$ cat src/rtl/dmem_request_ctrl.sv
// Data-memory request controller: turns a decoded load/store into a held ren/wen
// request with byte enables, waits for d_ready (or times out) and returns extended load data.
module dmem_request_ctrl #(
    parameter int ADDR_W  = 32,
    parameter int TIMEOUT = 255
) (
    input  logic              CLK,
    input  logic              nRST,
    input  logic              i_ready,
    input  logic              req_rd,
    input  logic              req_wr,
    input  logic [1:0]        req_size,
    input  logic              req_uns,
    input  logic [ADDR_W-1:0] req_addr,
    input  logic [31:0]       req_wdata,
    input  logic [31:0]       dmem_rdata,
    input  logic              d_ready,
    output logic              dmem_ren,
    output logic              dmem_wen,
    output logic [ADDR_W-1:0] dmem_addr,
    output logic [31:0]       dmem_wdata,
    output logic [3:0]        dmem_be,
    output logic              stall,
    output logic [31:0]       ld_data,
    output logic              misalign,
    output logic              bus_err
);

    typedef enum logic [1:0] {IDLE, ACCESS, DONE} state_t;

    state_t      state, state_nxt;
    logic        req, aligned, accept, timeout_hit;
    logic [1:0]  off_q, size_q;
    logic        uns_q, rd_q;
    logic [15:0] cnt;

    function automatic logic is_aligned(input logic [1:0] size, input logic [1:0] off);
        case (size)
            2'd0:    return 1'b1;
            2'd1:    return ~off[0];
            2'd2:    return off == 2'b00;
            default: return 1'b0;
        endcase
    endfunction

    function automatic logic [3:0] be_of(input logic rd, input logic [1:0] size, input logic [1:0] off);
        if (rd) return 4'b1111;
        case (size)
            2'd0:    return 4'b0001 << off;
            2'd1:    return 4'b0011 << {off[1], 1'b0};
            default: return 4'b1111;
        endcase
    endfunction

    function automatic logic [31:0] wdata_of(input logic [1:0] size, input logic [31:0] wd);
        case (size)
            2'd0:    return {4{wd[7:0]}};
            2'd1:    return {2{wd[15:0]}};
            default: return wd;
        endcase
    endfunction

    function automatic logic [31:0] load_extend(input logic [31:0] rdata, input logic [1:0] size,
                                                input logic [1:0] off, input logic uns);
        logic [31:0]        s;
        logic signed [31:0] sx;
        s = rdata >> {off, 3'b000};
        case (size)
            2'd0: begin
                sx = 32'(signed'(s[7:0]));
                return uns ? {24'h0, s[7:0]} : sx;
            end
            2'd1: begin
                sx = 32'(signed'(s[15:0]));
                return uns ? {16'h0, s[15:0]} : sx;
            end
            default: return rdata;
        endcase
    endfunction

    assign req         = (req_rd | req_wr) & i_ready;
    assign aligned     = is_aligned(req_size, req_addr[1:0]);
    assign accept      = (state == IDLE) && req && aligned;
    assign timeout_hit = (TIMEOUT != 0) && (cnt == 16'(TIMEOUT - 1));

    always_ff @(posedge CLK) begin
        if (!nRST) state <= IDLE;
        else       state <= state_nxt;
    end

    always_comb begin
        state_nxt = state;
        stall     = 1'b0;
        misalign  = 1'b0;
        case (state)
            IDLE: begin
                misalign = req & ~aligned;
                if (accept) begin
                    stall     = 1'b1;
                    state_nxt = ACCESS;
                end
            end
            ACCESS: begin
                stall = 1'b1;
                if (d_ready || timeout_hit) state_nxt = DONE;
            end
            DONE:    state_nxt = IDLE;
            default: state_nxt = IDLE;
        endcase
    end

    // Request latch, completion/timeout handling and load extraction
    always_ff @(posedge CLK) begin
        if (!nRST) begin
            dmem_ren   <= 1'b0;
            dmem_wen   <= 1'b0;
            dmem_addr  <= '0;
            dmem_wdata <= '0;
            dmem_be    <= '0;
            ld_data    <= '0;
            bus_err    <= 1'b0;
            off_q      <= '0;
            size_q     <= '0;
            uns_q      <= 1'b0;
            rd_q       <= 1'b0;
            cnt        <= '0;
        end else begin
            bus_err <= 1'b0;
            case (state)
                IDLE: begin
                    if (accept) begin
                        dmem_ren   <= req_rd;
                        dmem_wen   <= ~req_rd;
                        dmem_addr  <= {req_addr[ADDR_W-1:2], 2'b00};
                        dmem_be    <= be_of(req_rd, req_size, req_addr[1:0]);
                        dmem_wdata <= wdata_of(req_size, req_wdata);
                        off_q      <= req_addr[1:0];
                        size_q     <= req_size;
                        uns_q      <= req_uns;
                        rd_q       <= req_rd;
                        cnt        <= '0;
                    end
                end
                ACCESS: begin
                    // d_ready takes priority over a timeout in the same cycle
                    if (d_ready) begin
                        dmem_ren <= 1'b0;
                        dmem_wen <= 1'b0;
                        if (rd_q) ld_data <= load_extend(dmem_rdata, size_q, off_q, uns_q);
                    end else if (timeout_hit) begin
                        dmem_ren <= 1'b0;
                        dmem_wen <= 1'b0;
                        ld_data  <= '0;
                        bus_err  <= 1'b1;
                    end else if (cnt != 16'hFFFF) begin
                        cnt <= cnt + 16'd1;
                    end
                end
                default: ;
            endcase
        end
    end

endmodule

$ cat config.mk
export PLATFORM = sky130hd
export DESIGN_NAME = dmem_request_ctrl
export DESIGN_NICKNAME = d
export VERILOG_FILES = /design/src/rtl/dmem_request_ctrl.sv
export SDC_FILE = /design/constraint.sdc
export NUM_CORES = 1
export LEC_CHECK = 0
export ABC_AREA = 1
export BUFFER_PORTS_ARGS = -buffer_cell sky130_fd_sc_hd__buf_2
export CELL_PAD_IN_SITES_DETAIL_PLACEMENT = 0
export CELL_PAD_IN_SITES_GLOBAL_PLACEMENT = 1
export CORE_ASPECT_RATIO = 0.8
export CORE_UTILIZATION = 34
export CTS_CLUSTER_DIAMETER = 50
export DETAILED_ROUTE_END_ITERATION = 12
export GPL_TIMING_DRIVEN = 0
export PLACE_DENSITY_LB_ADDON = 0.3
export SLEW_MARGIN = 20
export SYNTH_ARGS = -nofsm -noshare
export SYNTH_HDL_FRONTEND = slang
export SYNTH_SLANG_ARGS = --single-unit
$ cat constraint.sdc
create_clock -name CLK -period 1.9 [get_ports CLK]
set_input_delay 0.095 -clock CLK [delete_from_list [all_inputs] [get_ports CLK]]
set_output_delay 0.095 -clock CLK [all_outputs]
set_load 0.05 [all_outputs]
==> flow_metrics.py <==
metrics = {
    "outcome": {
        "status": "finished, final reports clean",
    },
    "synthesis": {
        "synth_xor_area_share_pct": 1.63,
        "synth_top_family_by_area": "simple AND/OR/NAND/NOR gates",
        "synthAdderAreaFrac_pct": 0.423,
        "synth_edf_count": 0,
        "muxShareOfSynthArea_pct": 0,
        "synth_cell_types": 40,
        "synth-simple-area-share_pct": 27.4,
        "ys_ff_latch": 125,
        "yosysWarnings": 0,
        "synth_compound_area_share_pct": 19.4,
        "async_reset_ff_share_pct": 0,
        "syn_inst": 852,
        "ys.flop_type": "dfxtp_1",
        "syn_area_mm2": 0.00592,
        "yosysSeqAreaShare_pct": 42.3,
        "syn_area_per_cell_um2": 6.95,
    },
    "grt": {
        "grt_pass1_wl_um": 33800,
        "grt_max_degree": 17,
        "grt_use_total_pct": 24.4,
        "grt_pass1_vias": 6437,
        "grt-ovfl-total": 0,
        "antenna_found_initial": 1,
    },
    "finish": {
        "area_growth_pct": 44.5,
        "nets": 1249,
        "multi_input_area_mm2": 0.00294,
        "fillerInstances": 1692,
        "layout-drive-gt1-share_pct": 25.7,
        "utilization_pct": 51.0,
        "ff_latch_area_mm2": 0.00251,
    },
    "routing": {
        "wl_per_cell_um": 15.2,
        "drc": 0,
        "antenna_left": 0,
        "wl_um": 20900,
        "firstDrtPassIters": 5,
        "dr.first_iter.drc_count": 417,
        "route.vias.total": 6739,
        "vias_per_cell": 4.90,
    },
    "worst_setup_path": {
        "crit_start": "state[0]",
        "r2r-start": "off_q[1]",
        "worstSetupPathType": "reg -> out",
        "worst-path-max-fanout": 10,
        "cp.arrival_ns": 1.74,
        "worst_setup_path_start_kind": "flip-flop",
        "worst_setup_path_end_kind": "output pin",
        "worstPathRequired_ns": 1.80,
    },
    "sta": {
        "max_clock_freq_ghz": 0.546,
        "fin_skew_ns": 0.00791,
        "max_slew_margin_pct": 52.4,
        "whs_ns": 0.0162,
        "layout_min_cycle_time_ns": 1.83,
        "hold_viol_final": 0,
        "drv_slew": 0,
        "finalCritPeriodShare_pct": 96.4,
        "tns_ns": 0,
        "finalSetupViolations": 0,
        "setup_slack_ns": 0.0679,
        "tightest_slew_ns": 0.711,
    },
    "floorplanning": {
        "die_area_mm2": 0.0179,
        "io-pin-count": 210,
        "core_area_mm2": 0.0168,
        "start_util_pct": 35.3,
        "die_h_um": 120,
        "rows": 42,
        "die_w_um": 150,
    },
    "clocking": {
        "cts.sinks": 125,
        "clk-insertion-delay-late_ns": 0.42,
        "clk_path_buf_depth": 2,
        "cts_tree": "yes",
        "htreeDepth": 4,
        "cts.clk_slew.worst_paths_ns": 0.06,
        "cts_buffers": 17,
        "cts-root-buf": "clkbuf_16",
    },
    "placement": {
        "hpwl_um": 15600,
        "portBuffers": 207,
        "dp_slack_ns": -0.0459,
        "gp_congestion": 0.887,
    },
    "pwr": {
        "power.density_mw_per_mm2": 892,
        "p_int_mw": 5.40,
        "leakage_nw": 3.85,
        "pwr-share-comb_pct": 17.8,
        "p_total_mw": 7.63,
        "pwr-share-clk_pct": 45.7,
        "vdd_drop_max_uv": 621,
        "p_switching_mw": 2.23,
        "seqPwrFrac_pct": 36.5,
        "netSwitchingFraction_pct": 29.2,
    },
    "worst_hold_path": {
        "hold_start": "dmem_rdata[5]",
        "min_path_type": "in -> reg",
    },
    "flow_run": {
        "drv_cap": 0,
    },
}
==> state kept, by name, indices dropped and copies added (netlist names) <==
signal      cells
cnt            16
dmem_ren        1
state           2
ld_data        32
dmem_wen        1
size_q          2
dmem_addr      30
dmem_be         4
dmem_wdata     32
uns_q           1
off_q           2
rd_q            1
bus_err         1
==> worst max-delay path, stage by stage (launching register included) <==
cell	delay, ns
dfxtp_1	0.32
or2_1	0.27
nor2_2	0.16
nand2_4	0.11
buf_4	0.20
nand2_4	0.10
buf_8	0.15
==> synthesized netlist by cell type (4+ instances only) <==
master     count  area, um^2
o21ai_0       59         295
nand3_1       73         365
dfxtp_1      125        2500
nand2_2        4        25.0
a21oi_1      113         566
inv_1         57         214
a31oi_1        8        50.1
nor2_2         6        37.5
nand2_1      169         634
xor2_1        10        87.6
buf_2         16        80.1
o2111ai_1      4        35.0
o22ai_1       15        93.8
buf_4         10        75.1
o211ai_1       9        67.6
clkbuf_1      25        93.8
nor2_1       115         432
==> stage by stage <==
| step | cells | instance area (um^2) |
|---|---|---|
| floorplan | 853 | 5920 |
| global placement | 1280 | 7230 |
| detailed placement | 1280 | 7230 |
| CTS | 1374 | 8500 |
| global route | 1376 | 8550 |
| finish | 1376 | 8550 |
==> worst paths after layout <==
path / end / depth (start not counted) / slack (ns)
hold / removal: ld_data[5] / 3 / 0.02
setup / recovery: stall / 6 / 0.07
hold reg to reg: dmem_wdata[22] / 2 / 0.46
setup reg to reg: ld_data[27] / 8 / 0.14
==> cells in the final DEF, fill, tap and decap left out, drive strengths merged <==
master | netlist | layout
clkbuf | 26 | 45
clkinvlp | 0 | 3
o21a | 2 | 2
and2 | 2 | 2
nor3b | 1 | 1
diode | 0 | 1
nor2 | 121 | 121
o211ai | 9 | 9
nor3 | 2 | 2
or2 | 3 | 3
a31oi | 8 | 8
o21ai | 62 | 62
dlygate4sd3 | 0 | 62
ha | 2 | 2
nand2 | 174 | 174
o2111ai | 4 | 4
xor2 | 10 | 10
nand3b | 1 | 1
nand3 | 76 | 76
inv | 60 | 63
nand4 | 3 | 3
conb | 1 | 2
bufinv | 0 | 4
xnor2 | 1 | 1
dfxtp | 125 | 125
buf | 30 | 238
clkinv | 0 | 3
a21oi | 114 | 114
o22ai | 15 | 15
==> routing by layer <==
layer,share of wire [%],global-route usage [%],up-vias
li1,-,-,3402
met1,47,33.9,3082
met2,43,35.7,235
met3,8.2,7.64,20
met4,1.4,7.40,0
met5,0,0,-
==> repair_timing <==
action | 4_1_cts | 5_1_grt
endpoints found under the setup margin | 10 | 28
setup buffers | 0 | 1
hold buffers | 62 | 0
resized for setup | 5 | 11
pin swaps | 0 | 2
hold endpoints to repair | 63 | 0
==> cell families (layout without fill, tap and decap cells) <==
family / Yosys count / after routing
AOI/OAI and AO/OA: 214 / 214
xor gates and xnor gates: 11 / 11
adders and majority gates: 2 / 2
buffers and inverters: 116 / 418
DFF: 125 / 125
other: 1 / 3
and+or+nand+nor: 383 / 383
==> layout make-up <==
cell class | count | area share (%)
Inverter | 60 | 2.63
Clock buffer | 19 | 5.18
Sequential cell | 125 | 29.3
Multi-Input combinational cell | 612 | 34.4
Tap cell | 220 | 3.22
Antenna cell | 1 | 0.0293
Timing Repair Buffer | 270 | 19.6
Clock inverter | 13 | 2.19
Buffer | 56 | 3.42
==> power by group through the flow <==
stage | Combinational, mW | Clock, mW | Sequential, mW
detailed placement | 1.24 | 0 | 2.84
global route | 1.47 | 3.69 | 2.80
CTS | 1.34 | 3.55 | 2.78
global placement | 1.24 | 0 | 2.84
floorplan | 0.492 | 0 | 3.18
finish | 1.36 | 3.49 | 2.78
No activity file was read; power rests on OpenSTA's default activity.
